$ cat src/rtl/div_rr_arbiter.sv
// div_rr_arbiter
//   Shares one fully pipelined divider among K requesters. Requests are
//   arbitrated round-robin. Each accepted op is tagged with its requester
//   ID and a divide-by-zero flag, and the tag travels in a shadow pipeline
//   that lines up with the divider latency. Results come back on a single
//   tagged result bus, in acceptance order.
//
// Ports
//   clk, rst_n          rising-edge clock, asynchronous active-low reset
//   en                  issue enable (0 blocks new grants only)
//   req                 per-requester request valid
//   req_dividend        K x N flattened dividends, requester i at [i*N +: N]
//   req_divisor         K x M flattened divisors,  requester i at [i*M +: M]
//   gnt                 one-hot combinational grant
//   div_data_rdy        registered issue strobe to the divider
//   div_dividend        registered dividend to the divider
//   div_divisor         registered divisor to the divider
//   div_rdy             divider result valid
//   div_merchant        divider quotient
//   div_remainder       divider remainder
//   res_vld             single-cycle result valid, no backpressure
//   res_id              requester ID of the result
//   res_merchant        quotient (all ones on divide by zero)
//   res_remainder       remainder (zero on divide by zero)
//   res_dz              divisor was zero
//   sync_err            sticky: a valid tag exited while div_rdy was low
//
// Handshake: requester i offers an op by holding req[i]=1 with stable-enough
// operands; the op is accepted at the rising edge where req[i] & gnt[i] = 1,
// and the operands present at that edge are the ones issued. req may drop
// or operands may change at any time before acceptance. There is no
// backpressure on the result side: res_vld is a one-cycle pulse.

module div_rr_arbiter #(
    parameter int K   = 4,
    parameter int N   = 5,
    parameter int M   = 3,
    parameter int LAT = 5,
    parameter int IDW = 2
) (
    input  logic             clk,
    input  logic             rst_n,
    input  logic             en,
    input  logic [K-1:0]     req,
    input  logic [K*N-1:0]   req_dividend,
    input  logic [K*M-1:0]   req_divisor,
    output logic [K-1:0]     gnt,
    output logic             div_data_rdy,
    output logic [N-1:0]     div_dividend,
    output logic [M-1:0]     div_divisor,
    input  logic             div_rdy,
    input  logic [N-1:0]     div_merchant,
    input  logic [M-1:0]     div_remainder,
    output logic             res_vld,
    output logic [IDW-1:0]   res_id,
    output logic [N-1:0]     res_merchant,
    output logic [M-1:0]     res_remainder,
    output logic             res_dz,
    output logic             sync_err
);

    // Round-robin priority pointer: the requester searched first.
    logic [IDW-1:0] ptr;

    logic [IDW-1:0] gidx;
    logic           found;
    logic [K-1:0]   onehot;
    logic           accept;
    logic [N-1:0]   sel_dividend;
    logic [M-1:0]   sel_divisor;

    // Tag shadow pipeline, LAT+1 stages. Stage 0 is written at the accept
    // edge, so the tag leaves stage LAT at the same edge the divider result
    // is captured.
    logic [LAT:0]            tag_vld;
    logic [LAT:0][IDW-1:0]   tag_id;
    logic [LAT:0]            tag_dz;

    // Search upward from ptr, wrapping. Two passes avoid modulo indexing:
    // first the indices at or above ptr, then those below it.
    always_comb begin
        found  = 1'b0;
        gidx   = '0;
        onehot = '0;
        for (int i = 0; i < K; i++) begin
            if (!found && req[i] && (i >= int'(ptr))) begin
                found = 1'b1;
                gidx  = IDW'(i);
            end
        end
        for (int i = 0; i < K; i++) begin
            if (!found && req[i] && (i < int'(ptr))) begin
                found = 1'b1;
                gidx  = IDW'(i);
            end
        end
        if (found) begin
            onehot[gidx] = 1'b1;
        end
    end

    // Grant is forced low during reset and when issue is disabled.
    assign gnt    = (rst_n && en) ? onehot : '0;
    assign accept = |gnt;

    // Operand mux driven by the one-hot grant.
    always_comb begin
        sel_dividend = '0;
        sel_divisor  = '0;
        for (int i = 0; i < K; i++) begin
            if (gnt[i]) begin
                sel_dividend = req_dividend[i*N +: N];
                sel_divisor  = req_divisor[i*M +: M];
            end
        end
    end

    // Pointer and issue registers.
    always_ff @(posedge clk or negedge rst_n) begin
        if (!rst_n) begin
            ptr          <= '0;
            div_data_rdy <= 1'b0;
            div_dividend <= '0;
            div_divisor  <= '0;
        end else begin
            div_data_rdy <= accept;
            if (accept) begin
                ptr          <= (gidx == IDW'(K-1)) ? '0 : gidx + IDW'(1);
                div_dividend <= sel_dividend;
                div_divisor  <= sel_divisor;
            end
        end
    end

    // Tag pipeline advances every cycle; there is no stall path.
    always_ff @(posedge clk or negedge rst_n) begin
        if (!rst_n) begin
            tag_vld <= '0;
            tag_id  <= '0;
            tag_dz  <= '0;
        end else begin
            tag_vld <= {tag_vld[LAT-1:0], accept};
            tag_id  <= {tag_id[LAT-1:0], gidx};
            tag_dz  <= {tag_dz[LAT-1:0], (sel_divisor == '0)};
        end
    end

    // Result capture. A divide-by-zero op ignores whatever the divider
    // returns and reports saturated quotient with zero remainder.
    always_ff @(posedge clk or negedge rst_n) begin
        if (!rst_n) begin
            res_vld       <= 1'b0;
            res_id        <= '0;
            res_merchant  <= '0;
            res_remainder <= '0;
            res_dz        <= 1'b0;
            sync_err      <= 1'b0;
        end else begin
            res_vld <= tag_vld[LAT];
            if (tag_vld[LAT]) begin
                res_id <= tag_id[LAT];
                res_dz <= tag_dz[LAT];
                if (tag_dz[LAT]) begin
                    res_merchant  <= '1;
                    res_remainder <= '0;
                end else begin
                    res_merchant  <= div_merchant;
                    res_remainder <= div_remainder;
                end
            end
            // Sticky until reset: the divider failed to deliver a result
            // where the tag pipeline expected one.
            if (tag_vld[LAT] && !div_rdy) begin
                sync_err <= 1'b1;
            end
        end
    end

endmodule

$ cat config.mk
export PLATFORM = sky130hd
export DESIGN_NAME = div_rr_arbiter
export DESIGN_NICKNAME = d
export VERILOG_FILES = /design/src/rtl/div_rr_arbiter.sv
export SDC_FILE = /design/constraint.sdc
export NUM_CORES = 1
export LEC_CHECK = 0
export ABC_AREA = 0
export BUFFER_PORTS_ARGS = -buffer_cell sky130_fd_sc_hd__buf_2
export CAP_MARGIN = 20
export CELL_PAD_IN_SITES_DETAIL_PLACEMENT = 0
export CELL_PAD_IN_SITES_GLOBAL_PLACEMENT = 1
export CORE_UTILIZATION = 37
export DETAILED_ROUTE_END_ITERATION = 10
export PLACE_DENSITY_LB_ADDON = 0.1
export SKIP_CTS_REPAIR_TIMING = 1
export SLEW_MARGIN = 20
export SYNTH_ARGS = -nofsm -noshare
export SYNTH_HDL_FRONTEND = slang
export SYNTH_SLANG_ARGS = --single-unit
$ cat constraint.sdc
create_clock -name clk -period 3 [get_ports clk]
set_input_delay 0.15 -clock clk [delete_from_list [all_inputs] [get_ports clk]]
set_output_delay 0.15 -clock clk [all_outputs]
set_load 0.05 [all_outputs]
Yosys cells after proc, flatten, opt, wreduce, memory -nomap -nowiden --
Cells that the tools add are included.
Operators by class: $add $sub $neg 1, magnitude comparators 8, equality and inequality tests 1, multiplexer cells 28, reduce and logical (&&, ||, !) cells 24
Operators with widths (number):
- 5-bit 2-to-1 mux | 5
- 1-bit logical AND | 15
- 3-bit 2-to-1 mux | 5
- 2-bit 2-to-1 mux | 6
- 1-bit 2-to-1 mux | 9
- 4-bit 2-to-1 mux | 2
- 1-bit logical NOT | 7
- 1-bit by 2-bit >= comparator with 1-bit output, first input constant | 2
- 1-bit by 2-bit less-than comparator with 1-bit output, first input constant | 2
- 4-bit OR reduction | 1
- 3-bit logical NOT | 1
- 2-bit by 3-bit less-than comparator with 1-bit output, second input constant | 1
- 2-bit by 1-bit adder with 2-bit output, second input constant | 1
- 1-bit demux with 2-bit select | 1
- 2-bit == test, second input constant | 1
- 2-bit by 1-bit >= comparator with 1-bit output, second input constant | 1
- 2-bit >= comparator, first input constant | 1
- 2-bit less-than comparator, first input constant | 1
Word-level totals: register bits after elaboration 48, bits of input ports 48, output and inout bits 26, logic and storage cells 80

Longest topological paths before layout --
Gate-level depths: netlist of run 1.
depth in word-level cells 37, mapped depth 11, depth with buffers taken out 9

Worst setup path after synthesis of run 1 --
OpenSTA, ideal clock, no wires.
path type register to output, from register ptr[0], to output gnt[3], arrival 2064 ps, required time 2850 ps, slack 786 ps, stages on the path, launching flop included 8, buffers on the path 2, path through dfrtp_1 > inv_1 > a22o_1 > a211oi_2 > ha_1 > buf_2 > buf_2 > and2_1
On the way: word-level cells in the longest chain between the ends 32, elaborated cells on any way between the ends 44, classes of those cells order compare (8); mux (17); reduce/logical (19)
Ends and longest elaborated chain:
- start, declared | RTL line 63 | logic [IDW-1:0] ptr;
- start signal, assigned | RTL line 128 | ptr <= (gidx == IDW'(K-1)) ? '0 : gidx + IDW'(1);
- 1-bit by 2-bit >= comparator with 1-bit output | RTL line 86 | if (!found && req[i] && (i >= int'(ptr))) begin
- 1-bit logical AND | RTL line 86
- 1-bit 2-to-1 mux | RTL line 86
- 1-bit logical NOT | RTL line 86
- 1-bit logical AND (2 in a row) | RTL line 86
- 1-bit 2-to-1 mux | RTL line 86
- 1-bit logical NOT | RTL line 86
- 1-bit logical AND (2 in a row) | RTL line 86
- [... 15 more ...]
- 2-bit 2-to-1 mux (*) | RTL line 92 | if (!found && req[i] && (i < int'(ptr))) begin
- via gidx[0] | RTL line 65 | logic [IDW-1:0] gidx;
- 2-bit by 3-bit less-than comparator with 1-bit output (implied by the code) / 2-bit by 1-bit >= comparator with 1-bit output (equally long branches) | RTL line 98 | onehot[gidx] = 1'b1;
- 1-bit logical AND (implied by the code) | RTL line 98
- 1-bit 2-to-1 mux (implied by the code) | RTL line 98
- 1-bit demux with 2-bit select (*) | RTL line 98
- 4-bit 2-to-1 mux (*) | RTL line 97 | if (found) begin
- 4-bit 2-to-1 mux (*) | RTL line 103 | assign gnt = (rst_n && en) ? onehot : '0;
- end, declared | RTL line 47 | output logic [K-1:0] gnt,
Mark *: on every way through the listed nets, which the timed path passes. The rest lies on a longest branch.

Worst setup path in the final report of run 1 --
Same ends and word-level chain as after synthesis.

==> run_results.csv, run 1 <==
group,metric,value,unit
sta,fin_skew,0.00477,ns
sta,report.final.slew_viol_count,0,
worst_setup_path,path_delay_family,"compound AO/OA/AOI/OAI gates",
grt,grt_max_degree,48,
sta,post-route-period-util,0.835,
placement,postPlaceCellArea,0.00242,mm^2
power,power,2.64,mW
sta,finalSetupTns,0,ns
worst_setup_path,path_cells,"inv_1, a22o_1, a211oi_2, ha_1, buf_4, and2_1, buf_2",
floorplan,initial_core_util,0.388,
placement,dp.cells,320,
run_status,violations,"hold timing",
synthesis,async_reset_ff_frac,1.00,
synthesis,synthXorXnorAreaFrac,0,
synthesis,synth-compound-area-share,0.171,
finish,mostFrequentLayoutCells,"buf_2 (73), dfrtp_1 (47), a21oi_1 (18)",
synthesis,syn_nets,236,
worst_setup_path,startpoint_type,"flop",
placement,hpwl,2750,um
power,ir_worst_vdd,354,uV
sta,achievable-frequency,399,MHz
power,p_leak,1.20,nW
clock_network,cts_buffer_depth,2,
finish,final_core_util,0.486,
sta,rsz0062_at_grt,"false",
placement,io_buffer_count,73,
synthesis,synth_warnings,0,
worst_setup_path,cp_num_buf_inv,3,
routing,vias,1454,
clock_network,clk_latency,0.29,ns
clock_network,clkTransAtPathRegs,0.08,ns
synthesis,synth-simple-area-share,0.137,
synthesis,synth_top_family_by_area,"compound AO/OA/AOI/OAI gates",
sta,period_needed,2.50,ns
routing,dr.pass1.iters,4,
worst_setup_path,reg2reg_to,"tag_dz[0]",
synthesis,synth.area.top_cells,"dfrtp_1 (59%), a21oi_1 (4.5%), o21ai_0 (3.5%), inv_1 (3.2%), nor2_1 (3.2%)",
run_status,outcome,"complete, but fails checks",
synthesis,synth_top_cell_by_area,"dfrtp_1",
worst_setup_path,r2r_slack,0.52,ns
finish,syn_to_final_growth,25.1,%
routing,post_drt_via_cell_ratio,4.43,
grt,track_usage,0.141,
finish,nets,309,
clock_network,cts_tree,"done",
synthesis,syn-mean-instance-area,10.9,um^2
floorplan,io_pins,74,
clock_network,cts_htree_levels,2,
synthesis,yosysUniqueCellTypes,32,
worst_setup_path,required,2.85,ns
finish,num_antenna_cells,0,
placement,pre_cts_ws,0.538,ns
synthesis,synth-seq-area-share,0.585,
worst_setup_path,worstSetupEndpointType,"output pin",
clock_network,cts_sinks,47,
worst_setup_path,r2r-start,"ptr[0]",
finish,layout-drive-gt1-share,0.391,
grt,globalRouteOverflowTotal,0,
sta,worstMarginPinSlew,0.776,ns
sta,fin_ws,0.495,ns
routing,ant_nets,0,
worst_setup_path,critPathMaxStageDelay,0.42,ns
clock_network,cts-buffers-inserted,5,
floorplan,core.rowCount,26,
worst_setup_path,crit_path_start,"ptr[0]",
sta,holdWs,-0.0362,ns
worst_setup_path,path_class,"flop to output pin",
sta,finalHoldViolCount,47,
finish,fin_area,0.00251,mm^2
synthesis,synthesis.area,0.00201,mm^2
worst_setup_path,crit_slowest_cell,"dfrtp_1",
sta,setup_viol,0,
finish,nFillCells,518,
sta,relSlewSlack,0.481,
floorplan,dieHeight,75.7,um
floorplan,die_area,0.00573,mm^2
power,p_per_area,1050,mW/mm^2
synthesis,ys_seq_elements,47,
grt,grt_pass1_wl,5950,um
synthesis,syn_inst,184,
worst_setup_path,cp.arrival,2.35,ns
floorplan,core,0.00517,mm^2
min_path,hold_path_class,"primary input to asynchronous set/reset pin",
floorplan,fp.dieW,75.7,um
routing,routedWlPerCell,11.2,um
grt,grt_antenna_before_repair,0,
synthesis,synthAdderAreaFrac,0.0249,
synthesis,synth_top_area_share,0.585,
placement,gp_congestion,0.778,
finish,final_cells,328,
finish,layout_commonest_cell,"buf_2",
synthesis,synth_edf_count,0,
clock_network,cts_root_buf,"clkbuf_8",
routing,drtIter0Drc,86,
worst_setup_path,path_max_fanout,19,
synthesis,synth_ff_type,"dfrtp_1",
synthesis,synthMuxAreaShare,0.0168,
routing,drcViolationCount,0,
worst_setup_path,r2r_cells,9,
grt,grt_pass1_vias,1265,
worst_setup_path,cp_num_cells,7,
routing,wirelength,3680,um
flow_run,cap_viol_max_count,0,
-- cells in the mapped netlist, types with 4 or more instances --
master,instances
a21oi_1,18
a21oi_2,7
a22oi_1,5
and2_1,5
buf_2,6
dfrtp_1,47
ha_1,4
inv_1,17
nand2_1,10
nand3b_1,4
nor2_1,17
o21ai_0,14
-- worst max path at each step --
stage,end
after global routing,div_dividend[3]
after CTS,gnt[3]
after floorplan,gnt[3]
final,gnt[3]
after detailed placement,ptr[1]
after global placement,tag_dz[0]
-- worst register-to-register path, stage by stage (launching register included) --
cell and delay (ns):
dfrtp_1 0.42, inv_1 0.07, a22o_1 0.24, a211oi_2 0.40, ha_1 0.30, buf_4 0.22, a21oi_1 0.09, a221oi_1 0.30
o21ai_1 0.17, and3_1 0.17
-- area by class of cell --
| cell class | count | area, um^2 | area share |
|---|---|---|---|
| Clock buffer | 6 | 72.6 | 0.0289 |
| Clock inverter | 2 | 16.3 | 0.00647 |
| Inverter | 17 | 63.8 | 0.0254 |
| Multi-Input combinational cell | 109 | 702 | 0.279 |
| Sequential cell | 47 | 1180 | 0.468 |
| Tap cell | 70 | 87.6 | 0.0348 |
| Timing Repair Buffer | 77 | 395 | 0.157 |
-- power breakdown --
group          switching, mW  total [mW]  internal (mW)  leakage [nW]
clock network          0.203       0.370          0.167        0.0418
logic                  0.876        1.24          0.366         0.617
registers              0.135        1.02          0.887         0.541
-- routing by layer --
| metal | part of all wire | track usage | vias to the layer above |
|---|---|---|---|
| met1 | 0.48 | 0.195 | 633 |
| met3 | 0.066 | 0.0397 | 6 |
| met4 | 0.015 | 0.0494 | 0 |
| li1 | - | - | 759 |
| met5 | 0 | 0 | - |
| met2 | 0.44 | 0.213 | 56 |
-- kinds of logic (layout without fill, tap and decap cells) --
kind of cell,Yosys count,after routing
multiplexers,3,3
buffers and inverters,28,102
flip-flops,47,47
AND/OR/NAND/NOR,48,48
adder cells (fa/ha/maj),4,4
AO/OA/AOI/OAI,54,54
-- sequential cells by signal, indices dropped and copies added, names as in the netlist, 2 cells and up --
signal / cells
tag_dz: 6
tag_vld: 6
res_id: 2
div_dividend: 5
div_divisor: 3
res_remainder: 3
res_merchant: 5
ptr: 2
tag_id: 12
No activity file was read; power rests on OpenSTA's default activity.
==> run 2: changes to the inputs <==
--- a/config.mk
+++ b/config.mk
@@ -5,12 +5,12 @@
 export SDC_FILE = /design/constraint.sdc
 export NUM_CORES = 1
 export LEC_CHECK = 0
-export ABC_AREA = 0
+export ABC_AREA = 1
 export BUFFER_PORTS_ARGS = -buffer_cell sky130_fd_sc_hd__buf_2
 export CAP_MARGIN = 20
 export CELL_PAD_IN_SITES_DETAIL_PLACEMENT = 0
 export CELL_PAD_IN_SITES_GLOBAL_PLACEMENT = 1
-export CORE_UTILIZATION = 37
+export CORE_UTILIZATION = 32
 export DETAILED_ROUTE_END_ITERATION = 10
 export PLACE_DENSITY_LB_ADDON = 0.1
 export SKIP_CTS_REPAIR_TIMING = 1
==> constraint.sdc (replaced) <==
create_clock -name clk -period 2.3 [get_ports clk]
set_input_delay 0.115 -clock clk [delete_from_list [all_inputs] [get_ports clk]]
set_output_delay 0.115 -clock clk [all_outputs]
set_load 0.05 [all_outputs]
==> run_results.csv, run 2 <==
group,metric,value,unit
grt,track_usage,0.137,
power,power,3.52,mW
routing,ant_nets,0,
synthesis,ys_seq_elements,47,
synthesis,yosys-top-cells-count,"nand2_1 (71), dfrtp_1 (47), inv_1 (23), nor2_1 (11), nand3_1 (10)",
routing,post_drt_via_cell_ratio,4.24,
finish,top_register,"tag_id",
worst_setup_path,path_max_fanout,5,
synthesis,yosysUniqueCellTypes,27,
synthesis,synth.area.top_cells,"dfrtp_1 (58%), nand2_1 (13%), inv_1 (4.3%), ha_1 (2.5%), nand3_1 (2.5%)",
clock_network,cts_sinks,47,
power,p_comb_frac,0.460,
synthesis,synthMuxAreaShare,0,
sta,fin_ws,0.0682,ns
worst_setup_path,crit_slowest_cell,"dfrtp_2",
clock_network,cts_tree,"done",
synthesis,synth-seq-area-share,0.582,
synthesis,synth_top_cell_by_area,"dfrtp_1",
sta,fin_skew,0.00405,ns
finish,final_core_util,0.478,
finish,syn_to_final_growth,41.7,%
power,p_int,1.98,mW
power,ir_worst_vdd,629,uV
clock_network,clk_latency,0.28,ns
worst_setup_path,critPathMaxStageDelay,0.42,ns
worst_setup_path,path_cells,"nand2_1, a21oi_4, nand4_1, o21ai_4, ha_1, inv_1, nor2_2, nand2_4, inv_4, buf_8",
sta,worstMarginPinSlew,0.577,ns
sta,finalHoldViolCount,0,
placement,io_buffer_count,73,
run_status,outcome,"finished clean",
floorplan,io_pins,74,
finish,nets,365,
worst_setup_path,cp.arrival,2.12,ns
placement,pre_cts_ws,-0.0321,ns
power,p_sw,1.53,mW
power,p_leak,1.51,nW
grt,grt_use_met2,0.207,
synthesis,synthAdderAreaFrac,0.0248,
synthesis,yosysMostFrequentCell,"nand2_1",
grt,globalRouteOverflowTotal,0,
flow_run,cap_viol_max_count,0,
finish,layout-drive-gt1-share,0.447,
synthesis,syn_nets,268,
synthesis,synth_edf_count,0,
finish,top_regs,"tag_id x12, tag_dz x6, tag_vld x6",
grt,grt_antenna_before_repair,0,
worst_setup_path,required,2.18,ns
synthesis,async_reset_ff_frac,1.00,
synthesis,synth_top_area_share,0.582,
clock_network,cts_htree_levels,2,
clock_network,cts-buffers-inserted,5,
worst_setup_path,startpoint_type,"flop",
clock_network,cts_buffer_depth,2,
grt,grt_pass1_vias,1531,
power,p_per_area,1230,mW/mm^2
floorplan,core,0.00599,mm^2
sta,period_needed,2.23,ns
sta,report.final.slew_viol_count,0,
floorplan,core.rowCount,28,
finish,largest_register_ffs,12,
placement,gp_congestion,0.736,
routing,vias,1645,
sta,setup_viol,0,
grt,grt_use_met3,0.0322,
sta,relSlewSlack,0.615,
grt,grt_pass1_wl,6860,um
floorplan,die_area,0.00664,mm^2
sta,post-route-period-util,0.970,
clock_network,clkTransAtPathRegs,0.08,ns
synthesis,synth_warnings,0,
finish,num_antenna_cells,0,
synthesis,synthXorXnorAreaFrac,0,
power,seqPwrFrac,0.380,
finish,mostFrequentLayoutCells,"buf_2 (69), nand2_1 (68), dfrtp_1 (46)",
synthesis,syn_inst,216,
routing,routedWlPerCell,11.3,um
floorplan,fp.dieW,81.5,um
sta,achievable-frequency,448,MHz
worst_setup_path,path_class,"flop to output pin",
routing,drtIter0Drc,34,
routing,wirelength,4380,um
sta,rsz0062_at_grt,"true",
sta,holdWs,0.0107,ns
power,switching_share,0.436,
placement,hpwl,3200,um
min_path,hold_path_class,"primary input to flop",
grt,grt_max_degree,48,
routing,drcViolationCount,0,
synthesis,synth-compound-area-share,0.0885,
synthesis,synth-simple-area-share,0.235,
routing,dr.pass1.iters,4,
floorplan,initial_core_util,0.337,
synthesis,syn-mean-instance-area,9.36,um^2
power,clkPwrFrac,0.160,
worst_setup_path,worstSetupEndpointType,"output pin",
worst_setup_path,r2r_slack,0.09,ns
finish,layout_commonest_cell,"buf_2",
floorplan,dieHeight,81.5,um
grt,gr-usage-met1,0.188,
clock_network,cts_root_buf,"clkbuf_8",
grt,top_usage_layer,"met2",
synthesis,synth_top_family_by_area,"simple AND/OR/NAND/NOR gates",
synthesis,synth_ff_type,"dfrtp_1",
synthesis,synthesis.area,0.00202,mm^2
[run 2: cell types whose count changed in the layout (fill, tap and decap cells not counted), sizes merged, moves of 7 or more]
cell,before,now
nand2,10,77
a21oi,25,4
buf,77,92
inv,18,27
nand3,3,10
o21ai,17,10
[run 2: layer usage]
layer | part of all wire | vias to the layer above
li1 | - | 876
met1 | 0.49 | 704
met2 | 0.42 | 61
met3 | 0.072 | 4
met4 | 0.013 | 0
met5 | 0 | -
[run 2: kinds of logic (layout without fill, tap and decap cells)]
| family | Yosys count | in the layout |
|---|---|---|
| and+or+nand+nor | 108 | 109 |
| buffers and inverters | 32 | 128 |
| AOI/OAI and AO/OA | 25 | 25 |
| adders and majority gates | 4 | 4 |
| DFF | 47 | 47 |
[run 2: metrics by stage]
stage               cell area, um^2  cells  TNS (ns)
finish                         2860    388         0
CTS                            2620    376    -0.849
global placement               2520    369         0
detailed placement             2520    369    -0.100
floorplan                      2030    216         0
global route                   2860    388    -0.423
[run 2: worst max-delay path: cells and delay by family (launching register included)]
family          cells  cell delay [ns]
buf+inv             3             0.29
fa+ha+maj           1             0.18
simple gates        4             0.60
compound gates      2             0.35
flops               1             0.42
[run 2: power by group through the flow]
stage               registers [mW]  logic, mW  clock network, mW
detailed placement            1.35       1.47                  0
CTS                           1.34       1.47              0.588
global route                  1.39       1.75              0.622
global placement              1.35       1.47                  0
finish                        1.34       1.62              0.563
floorplan                     1.92      0.503                  0
[run 2: path summary, 6_finish.rpt]
path / startpoint / endpoint / depth (start not counted)
max in group asynchronous: rst_n / ptr[1] / 3
min: div_rdy / sync_err / 2
max: ptr[1] / gnt[3] / 10
max reg2reg: ptr[1] / div_dividend[4] / 12
min reg2reg: tag_dz[4] / tag_dz[5] / 0
min in group asynchronous: rst_n / tag_id[7] / 3
[run 2: final cells by class]
class,count,area (um^2)
Clock buffer,6,72.6
Clock inverter,1,30.0
Fill cell,579,3130
Inverter,28,120
Multi-Input combinational cell,138,800
Sequential cell,47,1180
Tap cell,75,93.8
Timing Repair Buffer,93,569
==> run 3: changes to the inputs <==
--- a/config.mk
+++ b/config.mk
@@ -6,12 +6,13 @@
 export NUM_CORES = 1
 export LEC_CHECK = 0
 export ABC_AREA = 1
-export BUFFER_PORTS_ARGS = -buffer_cell sky130_fd_sc_hd__buf_2
 export CAP_MARGIN = 20
 export CELL_PAD_IN_SITES_DETAIL_PLACEMENT = 0
 export CELL_PAD_IN_SITES_GLOBAL_PLACEMENT = 1
-export CORE_UTILIZATION = 32
+export CORE_UTILIZATION = 41
 export DETAILED_ROUTE_END_ITERATION = 10
+export DONT_BUFFER_PORTS = 1
+export GPL_TIMING_DRIVEN = 0
 export PLACE_DENSITY_LB_ADDON = 0.1
 export SKIP_CTS_REPAIR_TIMING = 1
 export SLEW_MARGIN = 20
==> run_results.csv, run 3 (synthesis results as in run 2) <==
group,metric,value,unit
clock_network,clk_latency,0.29,ns
floorplan,core.rowCount,25,
routing,drcViolationCount,0,
grt,globalRouteOverflowTotal,0,
power,p_comb_frac,0.267,
grt,grt_pass1_vias,1324,
clock_network,cts_sinks,47,
clock_network,cts_root_buf,"clkbuf_8",
power,clkPwrFrac,0.144,
sta,holdWs,0.0228,ns
floorplan,core,0.00472,mm^2
grt,grt_max_degree,49,
worst_setup_path,worstSetupEndpointType,"flop",
grt,grt_pass1_wl,5710,um
finish,top_regs,"tag_id x12, tag_dz x6, tag_vld x6",
finish,syn_to_final_growth,28.8,%
sta,finalHoldViolCount,0,
placement,hpwl,2780,um
worst_setup_path,path_delay_family,"simple AND/OR/NAND/NOR gates",
finish,fin_area,0.00260,mm^2
sta,relSlewSlack,0.621,
power,ir_worst_vdd,399,uV
power,p_per_area,1290,mW/mm^2
worst_setup_path,path_cells,"nor2_1, nand2_1, o21ai_2, a21oi_2, a32oi_1, nand2_2, inv_4, ha_4, inv_2, nor2_4, nand2_4, clkinv_8, nor2_4, nand2_2, inv_4, clkbuf_16, nand2_1, nand2_1",
sta,report.final.slew_viol_count,0,
routing,post_drt_via_cell_ratio,4.80,
floorplan,fp.dieW,72.2,um
sta,achievable-frequency,441,MHz
run_status,outcome,"finished clean",
finish,top_register,"tag_id",
power,switching_share,0.468,
clock_network,cts-buffers-inserted,5,
finish,num_antenna_cells,0,
floorplan,io_pins,74,
routing,drtIter0Drc,81,
routing,ant_nets,0,
finish,largest_register_ffs,12,
floorplan,dieHeight,72.2,um
worst_setup_path,crit_slowest_cell,"dfrtp_2",
finish,final_core_util,0.551,
sta,setup_viol,0,
clock_network,cts_tree,"done",
sta,rsz0062_at_grt,"true",
worst_setup_path,cp_num_buf_inv,5,
clock_network,cts_buffer_depth,2,
power,p_int,1.78,mW
flow_run,cap_viol_max_count,0,
worst_setup_path,cpMostUsedCell,"nand2_1",
routing,dr.pass1.iters,4,
grt,track_usage,0.145,
finish,layout-drive-gt1-share,0.283,
worst_setup_path,required,2.49,ns
worst_setup_path,critPathMaxStageDelay,0.45,ns
min_path,hold_path_class,"primary input to flop",
placement,gp_congestion,0.717,
worst_setup_path,path_class,"flop to flop",
sta,post-route-period-util,0.985,
worst_setup_path,startpoint_type,"flop",
sta,fin_ws,0.0348,ns
finish,mostFrequentLayoutCells,"nand2_1 (63), dfrtp_1 (46), inv_1 (18)",
placement,postPlaceCellArea,0.00211,mm^2
clock_network,clkTransAtPathRegs,0.08,ns
finish,nets,298,
sta,period_needed,2.27,ns
placement,pre_cts_ws,-0.306,ns
placement,io_buffer_count,0,
power,p_sw,1.57,mW
finish,final_cells,314,
routing,wirelength,4140,um
placement,dp.cells,283,
power,p_leak,1.23,nW
power,seqPwrFrac,0.589,
finish,layout_commonest_cell,"nand2_1",
clock_network,cts_htree_levels,2,
floorplan,initial_core_util,0.428,
routing,routedWlPerCell,13.2,um
worst_setup_path,cp.arrival,2.46,ns
sta,worstMarginPinSlew,0.568,ns
floorplan,die_area,0.00521,mm^2
sta,fin_skew,0.00727,ns
routing,vias,1507,
grt,grt_antenna_before_repair,0,
worst_setup_path,path_max_fanout,5,
## run 3: cell count changes in the layout (fill, tap and decap cells not counted), sizes merged
| cell | before | now |
|---|---|---|
| clkinv | 1 | 2 |
| clkbuf | 6 | 7 |
| bufinv | 1 | 0 |
| clkinvlp | 0 | 2 |
| buf | 92 | 14 |
| dlygate4sd3 | 1 | 11 |
| nand2 | 77 | 76 |
## run 3: final timing paths
check                                  from               to  slack [ns]  depth (start not counted)
setup / recovery                     ptr[1]   div_divisor[0]        0.03                         18
hold / removal             req_dividend[19]  div_dividend[4]        0.02                          3
setup reg to reg                     ptr[1]   div_divisor[0]        0.03                         18
hold reg to reg                   tag_dz[3]        tag_dz[4]        0.35                          0
max in group asynchronous             rst_n           ptr[1]        1.76                          2
min in group asynchronous             rst_n          res_vld        0.33                          2
## run 3: routing by layer
| layer | GRT usage | part of all wire | wire length [um] | up-vias |
|---|---|---|---|---|
| met5 | 0 | 0 | 0 | - |
| met4 | 0.0719 | 0.018 | 76 | 0 |
| met3 | 0.0500 | 0.070 | 288 | 7 |
| met2 | 0.239 | 0.48 | 1990 | 71 |
| met1 | 0.168 | 0.43 | 1780 | 693 |
| li1 | - | - | - | 736 |
## run 3: area by class of cell
class,instances,area [um^2]
clock buffers,5,68.8
inverters,28,143
well taps,67,83.8
repair buffers,23,254
plain buffers,4,37.5
flip-flops and latches,47,1180
multi-input cells,137,815
clock inverters,3,23.8
fillers,428,2120
## run 3: worst min-delay path, stage by stage
cell     delay (ns)
or2_2          0.08
nand2_1        0.04
nand2_1        0.05
## run 3: stage by stage
stage / total power [mW] / TNS (ns)
6_report: 3.35 / 0
5_1_grt: 3.54 / -1.35
4_1_cts: 3.08 / -3.35
3_5_place_dp: 2.59 / -2.95
3_3_place_gp: 2.55 / -2.52
2_1_floorplan: 2.42 / 0
## run 3: power by group through the flow
stage | clock, mW | combinational, mW | sequential [mW]
finish | 0.482 | 0.893 | 1.97
global route | 0.539 | 0.989 | 2.01
CTS | 0.506 | 0.613 | 1.96
detailed placement | 0 | 0.610 | 1.98
global placement | 0 | 0.586 | 1.97
floorplan | 0 | 0.503 | 1.92
